--- src/rtl/overlay_pkg.sv ---
// Shared types and geometry for the round-announcement / KO overlay path.
package overlay_pkg;

  localparam int unsigned COORD_W = 10;
  localparam int unsigned ADDR_W  = 13;
  localparam int unsigned PIX_W   = 2;
  localparam int unsigned FCNT_W  = 8;

  localparam int unsigned OVL_X0_DEF   = 288;
  localparam int unsigned OVL_Y0_DEF   = 208;
  localparam int unsigned DIGIT_W_DEF  = 64;
  localparam int unsigned DIGIT_H_DEF  = 64;
  localparam int unsigned BANNER_W_DEF = 100;
  localparam int unsigned BANNER_H_DEF = 50;

  localparam logic [PIX_W-1:0] PAL_TRANSPARENT = 2'd0;

  typedef enum logic [2:0] {
    ST_IDLE  = 3'd0,
    ST_CNT3  = 3'd1,
    ST_CNT2  = 3'd2,
    ST_CNT1  = 3'd3,
    ST_FIGHT = 3'd4,
    ST_PLAY  = 3'd5,
    ST_KO    = 3'd6
  } ovl_state_t;

  typedef enum logic [2:0] {
    SEL_NONE  = 3'd0,
    SEL_CD3   = 3'd1,
    SEL_CD2   = 3'd2,
    SEL_CD1   = 3'd3,
    SEL_FIGHT = 3'd4,
    SEL_KO    = 3'd5
  } ovl_sel_t;

  // Which overlay ROM a sequencer state displays.
  function automatic ovl_sel_t sel_of_state(input ovl_state_t st);
    ovl_sel_t s;
    s = SEL_NONE;
    case (st)
      ST_CNT3:  s = SEL_CD3;
      ST_CNT2:  s = SEL_CD2;
      ST_CNT1:  s = SEL_CD1;
      ST_FIGHT: s = SEL_FIGHT;
      ST_KO:    s = SEL_KO;
      default:  s = SEL_NONE;
    endcase
    return s;
  endfunction

endpackage

--- src/rtl/overlay_addr_gen.sv ---
// Stage 1 of the overlay pixel pipeline: box test and linear ROM address.
module overlay_addr_gen
  import overlay_pkg::*;
#(
  parameter int unsigned OVL_X0   = OVL_X0_DEF,
  parameter int unsigned OVL_Y0   = OVL_Y0_DEF,
  parameter int unsigned DIGIT_W  = DIGIT_W_DEF,
  parameter int unsigned DIGIT_H  = DIGIT_H_DEF,
  parameter int unsigned BANNER_W = BANNER_W_DEF,
  parameter int unsigned BANNER_H = BANNER_H_DEF
) (
  input  logic               clock,
  input  logic               reset_n,
  input  logic [COORD_W-1:0] draw_x,
  input  logic [COORD_W-1:0] draw_y,
  input  ovl_sel_t           sel,
  output logic [ADDR_W-1:0]  rom_addr,
  output logic               inbox,
  output ovl_sel_t           sel_s1
);

  logic [COORD_W-1:0]   box_w;
  logic [COORD_W-1:0]   box_h;
  logic [COORD_W:0]     x_ext;
  logic [COORD_W:0]     y_ext;
  logic [COORD_W:0]     x_lo;
  logic [COORD_W:0]     y_lo;
  logic [COORD_W:0]     x_hi;
  logic [COORD_W:0]     y_hi;
  logic [COORD_W-1:0]   dx;
  logic [COORD_W-1:0]   dy;
  logic [2*COORD_W-1:0] lin;
  logic                 inbox_c;

  // Image geometry of the selected ROM; NONE yields an empty box.
  always_comb begin
    box_w = '0;
    box_h = '0;
    case (sel)
      SEL_CD3, SEL_CD2, SEL_CD1: begin
        box_w = COORD_W'(DIGIT_W);
        box_h = COORD_W'(DIGIT_H);
      end
      SEL_FIGHT, SEL_KO: begin
        box_w = COORD_W'(BANNER_W);
        box_h = COORD_W'(BANNER_H);
      end
      default: begin
        box_w = '0;
        box_h = '0;
      end
    endcase
  end

  // Box test in one extra bit so the right/bottom edge cannot wrap.
  always_comb begin
    x_ext   = {1'b0, draw_x};
    y_ext   = {1'b0, draw_y};
    x_lo    = (COORD_W+1)'(OVL_X0);
    y_lo    = (COORD_W+1)'(OVL_Y0);
    x_hi    = x_lo + {1'b0, box_w};
    y_hi    = y_lo + {1'b0, box_h};
    inbox_c = (sel != SEL_NONE) &&
              (x_ext >= x_lo) && (x_ext < x_hi) &&
              (y_ext >= y_lo) && (y_ext < y_hi);
    dx      = draw_x - COORD_W'(OVL_X0);
    dy      = draw_y - COORD_W'(OVL_Y0);
    lin     = ({{COORD_W{1'b0}}, dy} * {{COORD_W{1'b0}}, box_w}) +
              {{COORD_W{1'b0}}, dx};
  end

  // Stage-1 register: address, in-box flag and the selection it belongs to.
  always_ff @(posedge clock) begin
    if (!reset_n) begin
      rom_addr <= '0;
      inbox    <= 1'b0;
      sel_s1   <= SEL_NONE;
    end else begin
      rom_addr <= inbox_c ? ADDR_W'(lin) : '0;
      inbox    <= inbox_c;
      sel_s1   <= sel;
    end
  end

endmodule

--- src/rtl/round_overlay_sequencer.sv ---
// Round countdown / FIGHT / KO overlay sequencer with 2-cycle pixel pipeline.
module round_overlay_sequencer
  import overlay_pkg::*;
#(
  parameter int unsigned FRAMES_DIGIT = 60,
  parameter int unsigned FRAMES_FIGHT = 60,
  parameter int unsigned FRAMES_KO    = 180,
  parameter int unsigned OVL_X0       = OVL_X0_DEF,
  parameter int unsigned OVL_Y0       = OVL_Y0_DEF,
  parameter int unsigned DIGIT_W      = DIGIT_W_DEF,
  parameter int unsigned DIGIT_H      = DIGIT_H_DEF,
  parameter int unsigned BANNER_W     = BANNER_W_DEF,
  parameter int unsigned BANNER_H     = BANNER_H_DEF
) (
  input  logic               clock,
  input  logic               reset_n,
  input  logic               start,
  input  logic               ko,
  input  logic               frame_tick,
  input  logic [COORD_W-1:0] draw_x,
  input  logic [COORD_W-1:0] draw_y,
  output logic [ADDR_W-1:0]  rom_addr,
  input  logic [PIX_W-1:0]   q_cd3,
  input  logic [PIX_W-1:0]   q_cd2,
  input  logic [PIX_W-1:0]   q_cd1,
  input  logic [PIX_W-1:0]   q_fight,
  input  logic [PIX_W-1:0]   q_ko,
  output logic               ovl_valid,
  output logic [PIX_W-1:0]   ovl_color,
  output logic               fight_enable,
  output logic               busy,
  output logic               done
);

  ovl_state_t          state;
  ovl_state_t          state_next;
  logic [FCNT_W-1:0]   cnt;
  logic [FCNT_W-1:0]   cnt_next;
  logic [FCNT_W-1:0]   limit_m1;
  logic                counting;
  logic                expire;
  logic                done_next;
  ovl_sel_t            sel_c;
  logic                inbox_s1;
  ovl_sel_t            sel_s1;
  logic                inbox_d2;
  ovl_sel_t            sel_d2;
  logic [PIX_W-1:0]    q_sel;

  // State and frame-counter register.
  always_ff @(posedge clock) begin
    if (!reset_n) begin
      state <= ST_IDLE;
      cnt   <= '0;
    end else begin
      state <= state_next;
      cnt   <= cnt_next;
    end
  end

  // Next state, frame counting and the KO-complete pulse.
  always_comb begin
    state_next = state;
    cnt_next   = cnt;
    done_next  = 1'b0;
    limit_m1   = '0;
    counting   = 1'b0;
    case (state)
      ST_CNT3, ST_CNT2, ST_CNT1: begin
        limit_m1 = FCNT_W'(FRAMES_DIGIT - 1);
        counting = 1'b1;
      end
      ST_FIGHT: begin
        limit_m1 = FCNT_W'(FRAMES_FIGHT - 1);
        counting = 1'b1;
      end
      ST_KO: begin
        limit_m1 = FCNT_W'(FRAMES_KO - 1);
        counting = 1'b1;
      end
      default: begin
        limit_m1 = '0;
        counting = 1'b0;
      end
    endcase
    expire = counting && frame_tick && (cnt == limit_m1);

    case (state)
      ST_IDLE:  if (start)  state_next = ST_CNT3;
      ST_CNT3:  if (expire) state_next = ST_CNT2;
      ST_CNT2:  if (expire) state_next = ST_CNT1;
      ST_CNT1:  if (expire) state_next = ST_FIGHT;
      ST_FIGHT: begin
        if (ko)          state_next = ST_KO;
        else if (expire) state_next = ST_PLAY;
      end
      ST_PLAY:  if (ko)     state_next = ST_KO;
      ST_KO: begin
        if (expire) begin
          state_next = ST_IDLE;
          done_next  = 1'b1;
        end
      end
      default:  state_next = ST_IDLE;
    endcase

    // A tick that coincides with entering a state is not counted there.
    if (state_next != state)
      cnt_next = '0;
    else if (counting && frame_tick)
      cnt_next = cnt + FCNT_W'(1);
  end

  // Registered control outputs, one cycle behind the state register.
  always_ff @(posedge clock) begin
    if (!reset_n) begin
      fight_enable <= 1'b0;
      busy         <= 1'b0;
      done         <= 1'b0;
    end else begin
      fight_enable <= (state == ST_FIGHT) || (state == ST_PLAY);
      busy         <= (state != ST_IDLE);
      done         <= done_next;
    end
  end

  // ROM selection for the pixel currently presented.
  always_comb begin
    sel_c = sel_of_state(state);
  end

  overlay_addr_gen #(
    .OVL_X0   (OVL_X0),
    .OVL_Y0   (OVL_Y0),
    .DIGIT_W  (DIGIT_W),
    .DIGIT_H  (DIGIT_H),
    .BANNER_W (BANNER_W),
    .BANNER_H (BANNER_H)
  ) u_addr_gen (
    .clock    (clock),
    .reset_n  (reset_n),
    .draw_x   (draw_x),
    .draw_y   (draw_y),
    .sel      (sel_c),
    .rom_addr (rom_addr),
    .inbox    (inbox_s1),
    .sel_s1   (sel_s1)
  );

  // Stage 2: carry in-box and selection alongside the registered ROM data.
  always_ff @(posedge clock) begin
    if (!reset_n) begin
      inbox_d2 <= 1'b0;
      sel_d2   <= SEL_NONE;
    end else begin
      inbox_d2 <= inbox_s1;
      sel_d2   <= sel_s1;
    end
  end

  // Mux the ROM that owns this pixel; palette 0 is see-through.
  always_comb begin
    q_sel = PAL_TRANSPARENT;
    case (sel_d2)
      SEL_CD3:   q_sel = q_cd3;
      SEL_CD2:   q_sel = q_cd2;
      SEL_CD1:   q_sel = q_cd1;
      SEL_FIGHT: q_sel = q_fight;
      SEL_KO:    q_sel = q_ko;
      default:   q_sel = PAL_TRANSPARENT;
    endcase
    ovl_color = q_sel;
    ovl_valid = inbox_d2 && (sel_d2 != SEL_NONE) && (q_sel != PAL_TRANSPARENT);
  end

endmodule

--- config.mk ---
export PLATFORM = sky130hd
export DESIGN_NAME = round_overlay_sequencer
export DESIGN_NICKNAME = d
export VERILOG_FILES = /design/src/rtl/overlay_pkg.sv /design/src/rtl/overlay_addr_gen.sv /design/src/rtl/round_overlay_sequencer.sv
export SDC_FILE = /design/constraint.sdc
export NUM_CORES = 1
export LEC_CHECK = 0
export ABC_AREA = 0
export CORE_MARGIN = 3
export CORE_UTILIZATION = 45
export CTS_CLUSTER_DIAMETER = 60
export CTS_CLUSTER_SIZE = 28
export DETAILED_ROUTE_END_ITERATION = 7
export DONT_BUFFER_PORTS = 1
export HOLD_SLACK_MARGIN = 0.06
export MAX_ROUTING_LAYER = met4
export SYNTH_ARGS = -nofsm -noshare
export SYNTH_HDL_FRONTEND = slang
export SYNTH_HIERARCHICAL = 1
export SYNTH_SLANG_ARGS = --single-unit
--- constraint.sdc ---
create_clock -name clock -period 12 [get_ports clock]
set_input_delay 1.8 -clock clock [delete_from_list [all_inputs] [get_ports clock]]
set_output_delay 1.8 -clock clock [all_outputs]
set_load 0.05 [all_outputs]
==> metrics.md <==
| Metric | Value |
|---|---|
| Die ar. | `7350 um^2` |
| Detailed Routing Iterations Pass 1 | `4` |
| Max transition margin | `32.6%` |
| Final instance area | `3020 um^2` |
| Area delta synth->final | `5.68%` |
| Most common cell in the netlist | `ha_1` |
| Total power | `267 uW` |
| Hold_buf cts | `0` |
| Dpl ws | `6610 ps` |
| FMAX | `0.185 GHz` |
| Total core area | `6030 um^2` |
| Startpoint types | `register` |
| Worst Max-Slew Pin Slew | `1000 ps` |
| CP max FO | `20` |
| Post-synth top area cell | `dfxtp_1` |
| Post-synthesis cell type count | `52` |
| Initial core utilization | `47.5%` |
| Tmin final | `5410 ps` |
| Skew-Pair Late Insertion Delay | `290 ps` |
| Worst Hold Endpoint | `inbox_d2` |
| Unrepaired setup endpoints after global routing | `false` |
| Mapped Area | `2860 um^2` |
| Cell Rows | `28` |
| Post-synth EDFFs | `0` |
| Bufs on Longest Clock Path | `2` |
| Final Hold Viols | `0` |
| RR Endpoint | `u_addr_gen/rom_addr[12]` |
| Leak | `1.37 nW` |
| Max-slew violations | `0` |
| Antenna viol nets, final | `0` |
| Fin nets | `410` |
| Register area share after synthesis | `24.5%` |
| Reg clk slew, reported paths | `80 ps` |
| Vias per cell | `5.33` |
| Max IR drop VDD | `0.0529 mV` |
| Final Cycle Share | `45.1%` |
| Clock Skews | `3.66 ps` |
| Mapped Nets | `410` |
| Syn avg cell area | `8.91 um^2` |
| Power per standard cell area | `88.1 nW/um^2` |
| Sequential share of power | `44.8%` |
| Switch share | `26.3%` |
| Gpl congestion | `0.844` |
| Status | `completed` |
| Grt total ovfl | `0` |
| Clock Sinks | `35` |
| Most frequent cells after synthesis | `44 x ha_1, 36 x inv_1, 35 x dfxtp_1` |
| Vias in the first global route | `1984` |
| Comb power frac | `14.6%` |
| Clock group share of total power | `40.6%` |
| Final setup TNS | `0 ps` |
| Hold_ws | `434 ps` |
| Hold Path Depth | `1` |
| Crit Reg-Reg Startpoint | `state[2]` |
| Int Power | `196 uW` |
| R2r worst-path depth | `17` |
| Mapped Cells | `321` |
| Number of synthesis warnings | `6` |
| Global-route usage over all layers | `16.2%` |
| WP data arrival | `5600 ps` |
| CTS tree | `done` |
| CTS Buf Count | `5` |
| Port Buf Inserts | `0` |
| Setup-failing EPs final | `0` |
| Initial antenna violation count | `0` |
| DRT iter0 DRCs | `155` |
| Max Cap Viol | `0` |
| H-tree depth | `2` |
| Post-placement cell area | `2910 um^2` |
| Top cell type's share of synthesized area | `24.5%` |
| Num ports | `54` |
| First-pass GRT wire length | `9.27 mm` |
| HP Start | `u_addr_gen/inbox` |
| Via count | `2117` |
| Crit path required time | `12190 ps` |
| Layout cell share with drive strength beyond 1 | `5.28%` |
| Setup slack, reg-to-reg | `6590 ps` |
| Yosys reg bits | `35` |
| Total Routed Length | `5.53 mm` |
| Drt drc | `0` |
| Post-DP HPWL | `4.52 mm` |
| Nature of the critical path endpoint | `register` |
| Dominant synthesized flop cell | `dfxtp_1` |
| Diodes inserted | `0` |
| Root buffer cell | `clkbuf_8` |
| Chip Width | `85.7 um` |
| Final Util | `50.2%` |
| Pin count of the biggest net entering global routing | `21` |
| Async SR Flop Fraction | `0%` |
| Gates resized, CTS repair | `0` |
| Net Sw Power | `70.0 uW` |
| Min-delay worst type | `register to register` |
| Top cells by area, synth | `dfxtp_1 24%, ha_1 19%, fa_1 7.0%, and2_1 5.2%, inv_1 4.7%` |
| Setup ws final | `6590 ps` |
| Post-CTS Setup Inserts | `0` |
| Inst Count DP | `389` |
| Non-Filler Instances | `397` |
| DR WL/cell | `13.9 um` |
| Critical path class | `register to register` |
| DIE HEIGHT | `85.7 um` |
[power groups by stage]
stage               clock network [mW]  logic (mW)  registers, mW
global placement                     0      0.0381          0.122
finish                           0.108      0.0390          0.119
CTS                              0.112      0.0396          0.119
global route                     0.116      0.0456          0.119
floorplan                            0      0.0323          0.121
detailed placement                   0      0.0388          0.122
[registers in the layout, summed over array words and instances (netlist names), 3 cells and up]
signal               cells
u_addr_gen/sel_s1        3
u_addr_gen/rom_addr     13
sel_d2                   3
cnt                      8
state                    3
[logic make-up (layout without fill, tap and decap cells)]
group	after synthesis	count (layout)	synth area share (%)
simple gates	102	102	20.0
compound gates	59	59	14.6
fa+ha+maj	54	54	26.2
buf+inv	45	46	6.52
flops	35	35	24.5
xor+xnor	23	23	7.04
mux	3	3	1.14
[layout by cell type (no fill, tap or decap), types with 2 or more instances in the layout]
cell	Yosys	routed
a211oi_1	2	2
a21o_1	3	3
a21oi_1	12	12
a22oi_1	5	5
a31oi_1	4	4
and2_1	24	24
and3_1	3	3
clkbuf_8	0	5
dfxtp_1	35	35
fa_1	10	10
ha_1	44	44
inv_1	36	36
inv_2	2	2
mux2_2	2	2
nand2_1	12	12
nand2b_1	5	5
nand3b_1	2	2
nand4_1	5	5
nor2_1	23	23
nor2b_1	9	9
nor3_1	4	4
nor3b_1	2	2
nor4_1	4	4
o211ai_1	2	2
o21a_1	2	2
o21ai_0	13	11
o21ai_1	2	4
o21bai_1	2	2
or3_1	3	3
xnor2_1	15	15
xor2_1	8	8
[critical path, cell delays in order (launching register included)]
cell and delay [ps]:
dfxtp_1 670, nor2b_1 360, nor2b_1 720, inv_2 140, ha_1 350, nor2b_1 150, ha_1 260, fa_1 530
inv_1 50, fa_1 520, inv_1 40, ha_1 310, ha_1 350, o21ai_0 190, a21oi_1 80, o41ai_1 300
xnor2_1 100, and2_1 150
[cell type report]
| cell class | instances | area [um^2] |
|---|---|---|
| clock inverter | 3 | 43.8 |
| sequential | 35 | 701 |
| clock buffer | 5 | 68.8 |
| fill | 582 | 3000 |
| inverter | 38 | 143 |
| multi-input combinational | 241 | 1970 |
| tap | 75 | 93.8 |
[worst max path at each step]
stage	from	end	slack, ps	cells after the start
finish	state[2]	u_addr_gen/rom_addr[12]	6590	17
global route	state[2]	u_addr_gen/rom_addr[12]	6090	17
CTS	state[2]	u_addr_gen/rom_addr[12]	6580	17
detailed placement	state[2]	u_addr_gen/rom_addr[12]	6610	17
global placement	state[2]	u_addr_gen/rom_addr[12]	6800	17
floorplan	q_cd2[0]	ovl_valid	6620	3
[per-layer routing]
metal	GRT usage [%]	vias to the layer above	share of wire (%)
met3	4.90	7	7.5
li1	-	1100	-
met5	-	-	0
met2	23.3	56	40
met4	4.32	0	1.1
met1	22.2	954	51
Note: power is estimated with default switching activity, not from simulation.
